`src/rtl/VX_gpu_pkg.sv`:
```
// Shared constants for the PE commit sequencer and its order FIFO.
package VX_gpu_pkg;

  // Width of the optional head-of-line stall counter (PE_SEQ_PERF_EN builds)
  localparam int PE_SEQ_PERF_W = 32;

  // Cycles a PE may offer a beat into an empty order FIFO before the sim warning
  localparam int PE_SEQ_STARVE_LIMIT = 1000;

endpackage

```
`src/rtl/pe_order_fifo.sv`:
```
// Circular buffer of PE selects in issue order, with a registered push-space flag.
module pe_order_fifo
  import VX_gpu_pkg::*;
#(
  parameter int DEPTH = 8,
  parameter int WIDTH = 1,
  parameter int CNT_W = $clog2(DEPTH) + 1
) (
  input  logic             clk,
  input  logic             reset_n,
  input  logic             push,
  input  logic [WIDTH-1:0] push_data,
  input  logic             pop,
  output logic [WIDTH-1:0] head_data,
  output logic             empty,
  output logic             can_push,
  output logic [CNT_W-1:0] count
);

  localparam int PTR_W = $clog2(DEPTH);
  localparam logic [CNT_W-1:0] FULL_CNT = CNT_W'(DEPTH);

  logic [WIDTH-1:0] mem [DEPTH];
  logic [PTR_W-1:0] wr_ptr;
  logic [PTR_W-1:0] rd_ptr;
  logic [CNT_W-1:0] count_q;
  logic [CNT_W-1:0] count_next;
  logic             full;
  logic             do_push;
  logic             do_pop;

  assign full      = (count_q == FULL_CNT);
  assign empty     = (count_q == '0);
  assign do_push   = push && !full;
  assign do_pop    = pop && !empty;
  assign head_data = mem[rd_ptr];
  assign count     = count_q;

  // Next occupancy; a simultaneous push and pop cancel out
  always_comb begin
    count_next = count_q + CNT_W'(do_push) - CNT_W'(do_pop);
  end

  // Select storage; contents are only meaningful between rd_ptr and wr_ptr
  always_ff @(posedge clk) begin
    if (do_push) begin
      mem[wr_ptr] <= push_data;
    end
  end

  // Pointers, occupancy and push-space flag; pointers wrap modulo DEPTH
  always_ff @(posedge clk or negedge reset_n) begin
    if (!reset_n) begin
      wr_ptr   <= '0;
      rd_ptr   <= '0;
      count_q  <= '0;
      can_push <= 1'b0;
    end else begin
      if (do_push) begin
        wr_ptr <= wr_ptr + PTR_W'(1);
      end
      if (do_pop) begin
        rd_ptr <= rd_ptr + PTR_W'(1);
      end
      count_q  <= count_next;
      can_push <= (count_next != FULL_CNT);
    end
  end

endmodule

```
`src/rtl/pe_commit_sequencer.sv`:
```
// In-order commit sequencer: drains per-PE commit streams in request issue order.
// Optional feature macro: PE_SEQ_PERF_EN adds the perf_hol_stalls counter port.
module pe_commit_sequencer
  import VX_gpu_pkg::*;
#(
  parameter int PE_COUNT    = 2,
  parameter int DATAW       = 64,
  parameter int ORDER_DEPTH = 8,
  parameter int PE_SEL_W    = $clog2(PE_COUNT),
  parameter int CNT_W       = $clog2(ORDER_DEPTH) + 1
) (
  input  logic                      clk,
  input  logic                      reset_n,
  input  logic                      req_valid,
  input  logic [PE_SEL_W-1:0]       req_sel,
  output logic                      req_ready,
  input  logic [PE_COUNT-1:0]       pe_rsp_valid,
  input  logic [PE_COUNT*DATAW-1:0] pe_rsp_data,
  input  logic [PE_COUNT-1:0]       pe_rsp_eop,
  output logic [PE_COUNT-1:0]       pe_rsp_ready,
  output logic                      commit_valid,
  output logic [DATAW-1:0]          commit_data,
  output logic                      commit_eop,
  input  logic                      commit_ready,
  output logic [CNT_W-1:0]          outstanding
`ifdef PE_SEQ_PERF_EN
  ,
  output logic [PE_SEQ_PERF_W-1:0]  perf_hol_stalls
`endif
);

  localparam logic [PE_SEL_W:0] SEL_LIMIT = (PE_SEL_W + 1)'(PE_COUNT);

  logic                req_in_range;
  logic                push;
  logic                pop;
  logic [PE_SEL_W-1:0] head_sel;
  logic                empty;
  logic                can_push;
  logic                out_free;
  logic [PE_COUNT-1:0] head_mask;
  logic                head_valid;
  logic                head_eop;
  logic [DATAW-1:0]    head_data;
  logic                head_fire;

  // Out-of-range selects still complete the handshake but are never recorded
  assign req_in_range = ({1'b0, req_sel} < SEL_LIMIT);
  assign req_ready    = can_push;
  assign push         = req_valid && req_ready && req_in_range;

  pe_order_fifo #(
    .DEPTH (ORDER_DEPTH),
    .WIDTH (PE_SEL_W),
    .CNT_W (CNT_W)
  ) u_order_fifo (
    .clk       (clk),
    .reset_n   (reset_n),
    .push      (push),
    .push_data (req_sel),
    .pop       (pop),
    .head_data (head_sel),
    .empty     (empty),
    .can_push  (can_push),
    .count     (outstanding)
  );

  // Head mux: pick the beat of the PE whose request is oldest
  always_comb begin
    head_mask  = '0;
    head_valid = 1'b0;
    head_eop   = 1'b0;
    head_data  = '0;
    for (int i = 0; i < PE_COUNT; i++) begin
      if (PE_SEL_W'(i) == head_sel) begin
        head_mask[i] = 1'b1;
        head_valid   = pe_rsp_valid[i];
        head_eop     = pe_rsp_eop[i];
        head_data    = pe_rsp_data[i*DATAW +: DATAW];
      end
    end
  end

  // Only the head PE is accepted, and only when the output register can take a beat
  assign out_free     = !commit_valid || commit_ready;
  assign pe_rsp_ready = head_mask & {PE_COUNT{!empty && out_free}};
  assign head_fire    = !empty && out_free && head_valid;
  assign pop          = head_fire && head_eop;

  // Output register: one beat of latency, payload held while stalled downstream
  always_ff @(posedge clk or negedge reset_n) begin
    if (!reset_n) begin
      commit_valid <= 1'b0;
      commit_data  <= '0;
      commit_eop   <= 1'b0;
    end else if (out_free) begin
      commit_valid <= head_fire;
      if (head_fire) begin
        commit_data <= head_data;
        commit_eop  <= head_eop;
      end
    end
  end

`ifdef PE_SEQ_PERF_EN
  logic hol_stall;

  assign hol_stall = !empty && !head_valid && |(pe_rsp_valid & ~head_mask);

  // Saturating count of cycles where a non-head PE waits behind an idle head PE
  always_ff @(posedge clk or negedge reset_n) begin
    if (!reset_n) begin
      perf_hol_stalls <= '0;
    end else if (hol_stall && (perf_hol_stalls != '1)) begin
      perf_hol_stalls <= perf_hol_stalls + PE_SEQ_PERF_W'(1);
    end
  end
`endif

`ifndef SYNTHESIS
  logic [10:0] starve_cycles;

  // Tracks how long PE beats have been offered with nothing outstanding
  always_ff @(posedge clk or negedge reset_n) begin
    if (!reset_n) begin
      starve_cycles <= '0;
    end else if (empty && |pe_rsp_valid) begin
      if (starve_cycles != '1) begin
        starve_cycles <= starve_cycles + 11'd1;
      end
    end else begin
      starve_cycles <= '0;
    end
  end

  req_sel_in_range: assert property (@(posedge clk) disable iff (!reset_n)
    (req_valid && req_ready) |-> req_in_range)
    else $error("pe_commit_sequencer: req_sel out of range, request not recorded");

  pe_beat_starved: assert property (@(posedge clk) disable iff (!reset_n)
    starve_cycles < 11'(PE_SEQ_STARVE_LIMIT))
    else $warning("pe_commit_sequencer: PE beat held with no outstanding request");
`endif

endmodule

```
`config.mk`:
```
export PLATFORM = sky130hd
export DESIGN_NAME = pe_commit_sequencer
export DESIGN_NICKNAME = d
export VERILOG_FILES = /design/src/rtl/VX_gpu_pkg.sv /design/src/rtl/pe_order_fifo.sv /design/src/rtl/pe_commit_sequencer.sv
export SDC_FILE = /design/constraint.sdc
export NUM_CORES = 1
export LEC_CHECK = 0
export ABC_AREA = 1
export CORE_ASPECT_RATIO = 0.5
export CORE_MARGIN = 2
export CORE_UTILIZATION = 41
export CTS_CLUSTER_DIAMETER = 100
export DETAILED_ROUTE_END_ITERATION = 16
export PLACE_DENSITY = 0.9
export SLEW_MARGIN = 20
export SYNTH_ARGS = -nofsm -noshare
export SYNTH_HDL_FRONTEND = slang
export SYNTH_SLANG_ARGS = --single-unit
export TNS_END_PERCENT = 30
```
`constraint.sdc`:
```
create_clock -name clk -period 3.6 [get_ports clk]
set_input_delay 0.54 -clock clk [delete_from_list [all_inputs] [get_ports clk]]
set_output_delay 0.54 -clock clk [all_outputs]
set_load 0.02 [all_outputs]
```
==> run_results.csv <==
group,metric,value,unit
setup_path,r2r-start,"u_order_fifo.rd_ptr[0]$_DFFE_PN0P_",
finish,final_cell_mix,"351 x nand2_1, 208 x clkdlybuf4s50_1, 77 x dfrtp_1",
clock_tree,cts_buffers,9,
pwr,power_leakage,0.00347,µW
timing,finalSetupViolations,0,
synth,synth_area_leader_cell,"dfrtp_1",
setup_path,max_stage_delay,0.48,ns
worst_hold_path,min-delay-path-class,"primary input to asynchronous set/reset pin",
placed_design,portBuffers,209,
setup_path,crit_path_start_kind,"flop",
global_route,grt_pass1_vias,4687,
clock_tree,cts_sinks,85,
pwr,power_density,941,nW/µm²
setup_path,r2r_slack,0.63,ns
clock_tree,cts.reportedPaths.clkPinSlew,0.06,ns
drt,antenna_left,0,
timing,clock_skew,0.00785,ns
setup_path,regToRegEndpoint,"u_order_fifo.can_push$_DFF_PN0_",
global_route,antenna_found_initial,0,
setup_path,reg2reg_depth,17,
setup_path,cp.arrival,3.18,ns
finish,antenna_cells,0,
placed_design,post-place-ws,0.480,ns
timing,max_freq,337,MHz
drt,drt_wl_total,13600,µm
clock_tree,cts.htree.levels,3,
clock_tree,cts_tree,"done",
die,dieArea,11700,µm²
global_route,grt_max_degree,78,
timing,post-route-period-util,0.824,
timing,whs,0.105,ns
setup_path,path_class,"flop to flop",
synth,synth_edf_count,8,
timing,finalMaxSlewViolations,0,
timing,period_minus_slack,2.97,ns
die,die_w,151,µm
timing,tightestPinTransition,0.720,ns
finish,fin_nets,949,
drt,drcViolationCount,0,
timing,grt_setup_unrepaired,"no",
die,ios,210,
timing,setup_slack,0.633,ns
die,die_y,77.5,µm
setup_path,worstPathCellList,"inv_2 -> nand2_1 -> nand3_1 -> nand3_2 -> nand2_2 -> nand2_1 -> nand2_1 -> nand2_1 -> inv_1 -> ha_1 -> inv_1 -> ha_1 -> inv_1 -> fa_1 -> inv_1 -> nor3_1 -> nand2_1",
finish,drive_above_1_share,0.0433,
setup_path,cp_common_cell,"nand2_1",
die,num_rows,26,
placed_design,gp_congestion,0.856,
finish,area_growth,55.6,%
global_route,grt_pass1_wl,22300,µm
synth,synth.distinct_cells,26,
status,status,"complete, no violations",
global_route,grt_overflow,0,
clock_tree,postCtsHoldBufs,0,
clock_tree,postCtsSetupBuffers,0,
die,start_util,0.428,
synth,synth_top_area_share,0.435,
clock_tree,clockRootBuffer,"clkbuf_16",
setup_path,cp_slowest_cell,"fa_1",
drt,vias,4624,
drt,via_per_inst,4.88,
synth,synthesis.nets,754,
finish,mostFrequentLayoutCell,"nand2_1",
synth,synthesis.area,4430,µm²
drt,firstDrtPassIters,4,
synth,syn_avg_cell_area,7.28,µm²
synth,ys_warn_count,0,
drt,drt_iter0_markers,319,
setup_path,cp-endpoint,"u_order_fifo.can_push$_DFF_PN0_",
clock_tree,clock_latency,0.33,ns
synth,synth-seq-cells,85,
clock_tree,cts.repair.resized,0,
synth,ys_top_cells_by_area,"dfrtp_1 44%, nand2_1 30%, nand3_1 8.4%",
finish,fillCellCount,859,
synth,synth-async-reset-ratio,0.906,
setup_path,crit_required,3.82,ns
synth,netlist_instances,608,
job,drv_cap,0,
setup_path,cp_max_fo,7,
pwr,ir_drop,0.375,mV
synth,synth_flop_cell,"dfrtp_1",
timing,setup_tns,0,ns
synth,synth_seq_area_share,0.490,
placed_design,hpwl,9960,µm
timing,hold_viol_final,0,
global_route,track_usage,0.239,
timing,maxSlewHeadroom,0.520,
setup_path,crit_path_start,"u_order_fifo.rd_ptr[0]$_DFFE_PN0P_",
clock_tree,clockBufferDepth,2,
setup_path,worst_setup_path_end_kind,"flop",
drt,wl_per_cell,14.4,µm
die,core_area,10300,µm²
==> layer usage <==
metal	share of wire	vias to the layer above	wire length, µm	global-route usage
met4	0.037	0	498	0.0953
met3	0.037	45	507	0.0476
met1	0.40	2169	5390	0.272
met5	0	-	0	0
li1	-	2270	-	-
met2	0.53	140	7240	0.441
==> cell families after synthesis <==
group / count (synthesis) / synth area share
simple gates: 444 / 0.403
flops: 85 / 0.490
buf+inv: 61 / 0.0662
fa+ha+maj: 9 / 0.0271
compound gates: 5 / 0.00594
xor+xnor: 4 / 0.00792
==> metrics by stage <==
step | util | power [µW] | instance area (µm²) | cells
2_1_floorplan | - | 4140 | 4430 | 608
3_3_place_gp | 0.635 | 5420 | 6570 | 931
3_5_place_dp | 0.635 | 5580 | 6570 | 931
4_1_cts | 0.663 | 6520 | 6860 | 947
5_1_grt | 0.666 | 7020 | 6890 | 948
6_report | 0.666 | 6480 | 6890 | 948
==> synthesized netlist by cell type (2+ instances only) <==
cell	n
buf_2	21
inv_1	20
edfxtp_1	8
nand3_1	74
xor2_1	2
nand2_1	352
xnor2_1	2
buf_4	2
clkbuf_1	8
nor2_1	11
a21oi_1	2
buf_6	4
nand3_2	2
inv_2	5
ha_1	8
dfrtp_1	77
==> flip-flops by register name, indices dropped and copies added (netlist names) <==
| name | count |
|---|---|
| u_order_fifo.wr_ptr | 3 |
| u_order_fifo.mem | 8 |
| commit_valid | 1 |
| commit_eop | 1 |
| commit_data | 64 |
| u_order_fifo.rd_ptr | 3 |
| u_order_fifo.can_push | 1 |
| u_order_fifo.count | 4 |
==> worst max-delay path: cells and delay by family, from the launching register on <==
kind / cells / cell delay (ns)
buffers and inverters: 5 / 0.42
and+or+nand+nor: 9 / 1.09
DFF: 1 / 0.46
adders and majority gates: 3 / 0.87
==> final cells by class <==
class | instances | area, µm² | share of cell area
clock inverters | 6 | 63.8 | 0.00927
well taps | 140 | 175 | 0.0254
repair buffers | 219 | 2180 | 0.317
inverters | 26 | 97.6 | 0.0142
flip-flops and latches | 85 | 2170 | 0.315
multi-input cells | 462 | 1970 | 0.286
clock buffers | 10 | 229 | 0.0333
==> worst min-delay path by stage <==
stage                                           start  slack [ns]                         endpoint  cells after the start
after floorplan                               reset_n        0.24       commit_data[0]$_DFFE_PN0P_                      0
after global routing                          reset_n        0.11  u_order_fifo.count[3]$_DFF_PN0_                      1
after detailed placement  commit_data[26]$_DFFE_PN0P_        0.46      commit_data[26]$_DFFE_PN0P_                      2
after CTS                                     reset_n        0.40  u_order_fifo.can_push$_DFF_PN0_                      1
final                                         reset_n        0.10  u_order_fifo.count[2]$_DFF_PN0_                      1
after global placement    commit_data[40]$_DFFE_PN0P_        0.45      commit_data[40]$_DFFE_PN0P_                      2
==> power breakdown <==
group | internal, µW | switching [µW] | leakage (µW) | total [µW]
combinational | 1520 | 2370 | 0.00231 | 3890
sequential | 1420 | 260 | 0.00103 | 1680
clock | 537 | 375 | 0.000140 | 912
Note: power is estimated with default switching activity, not from simulation.
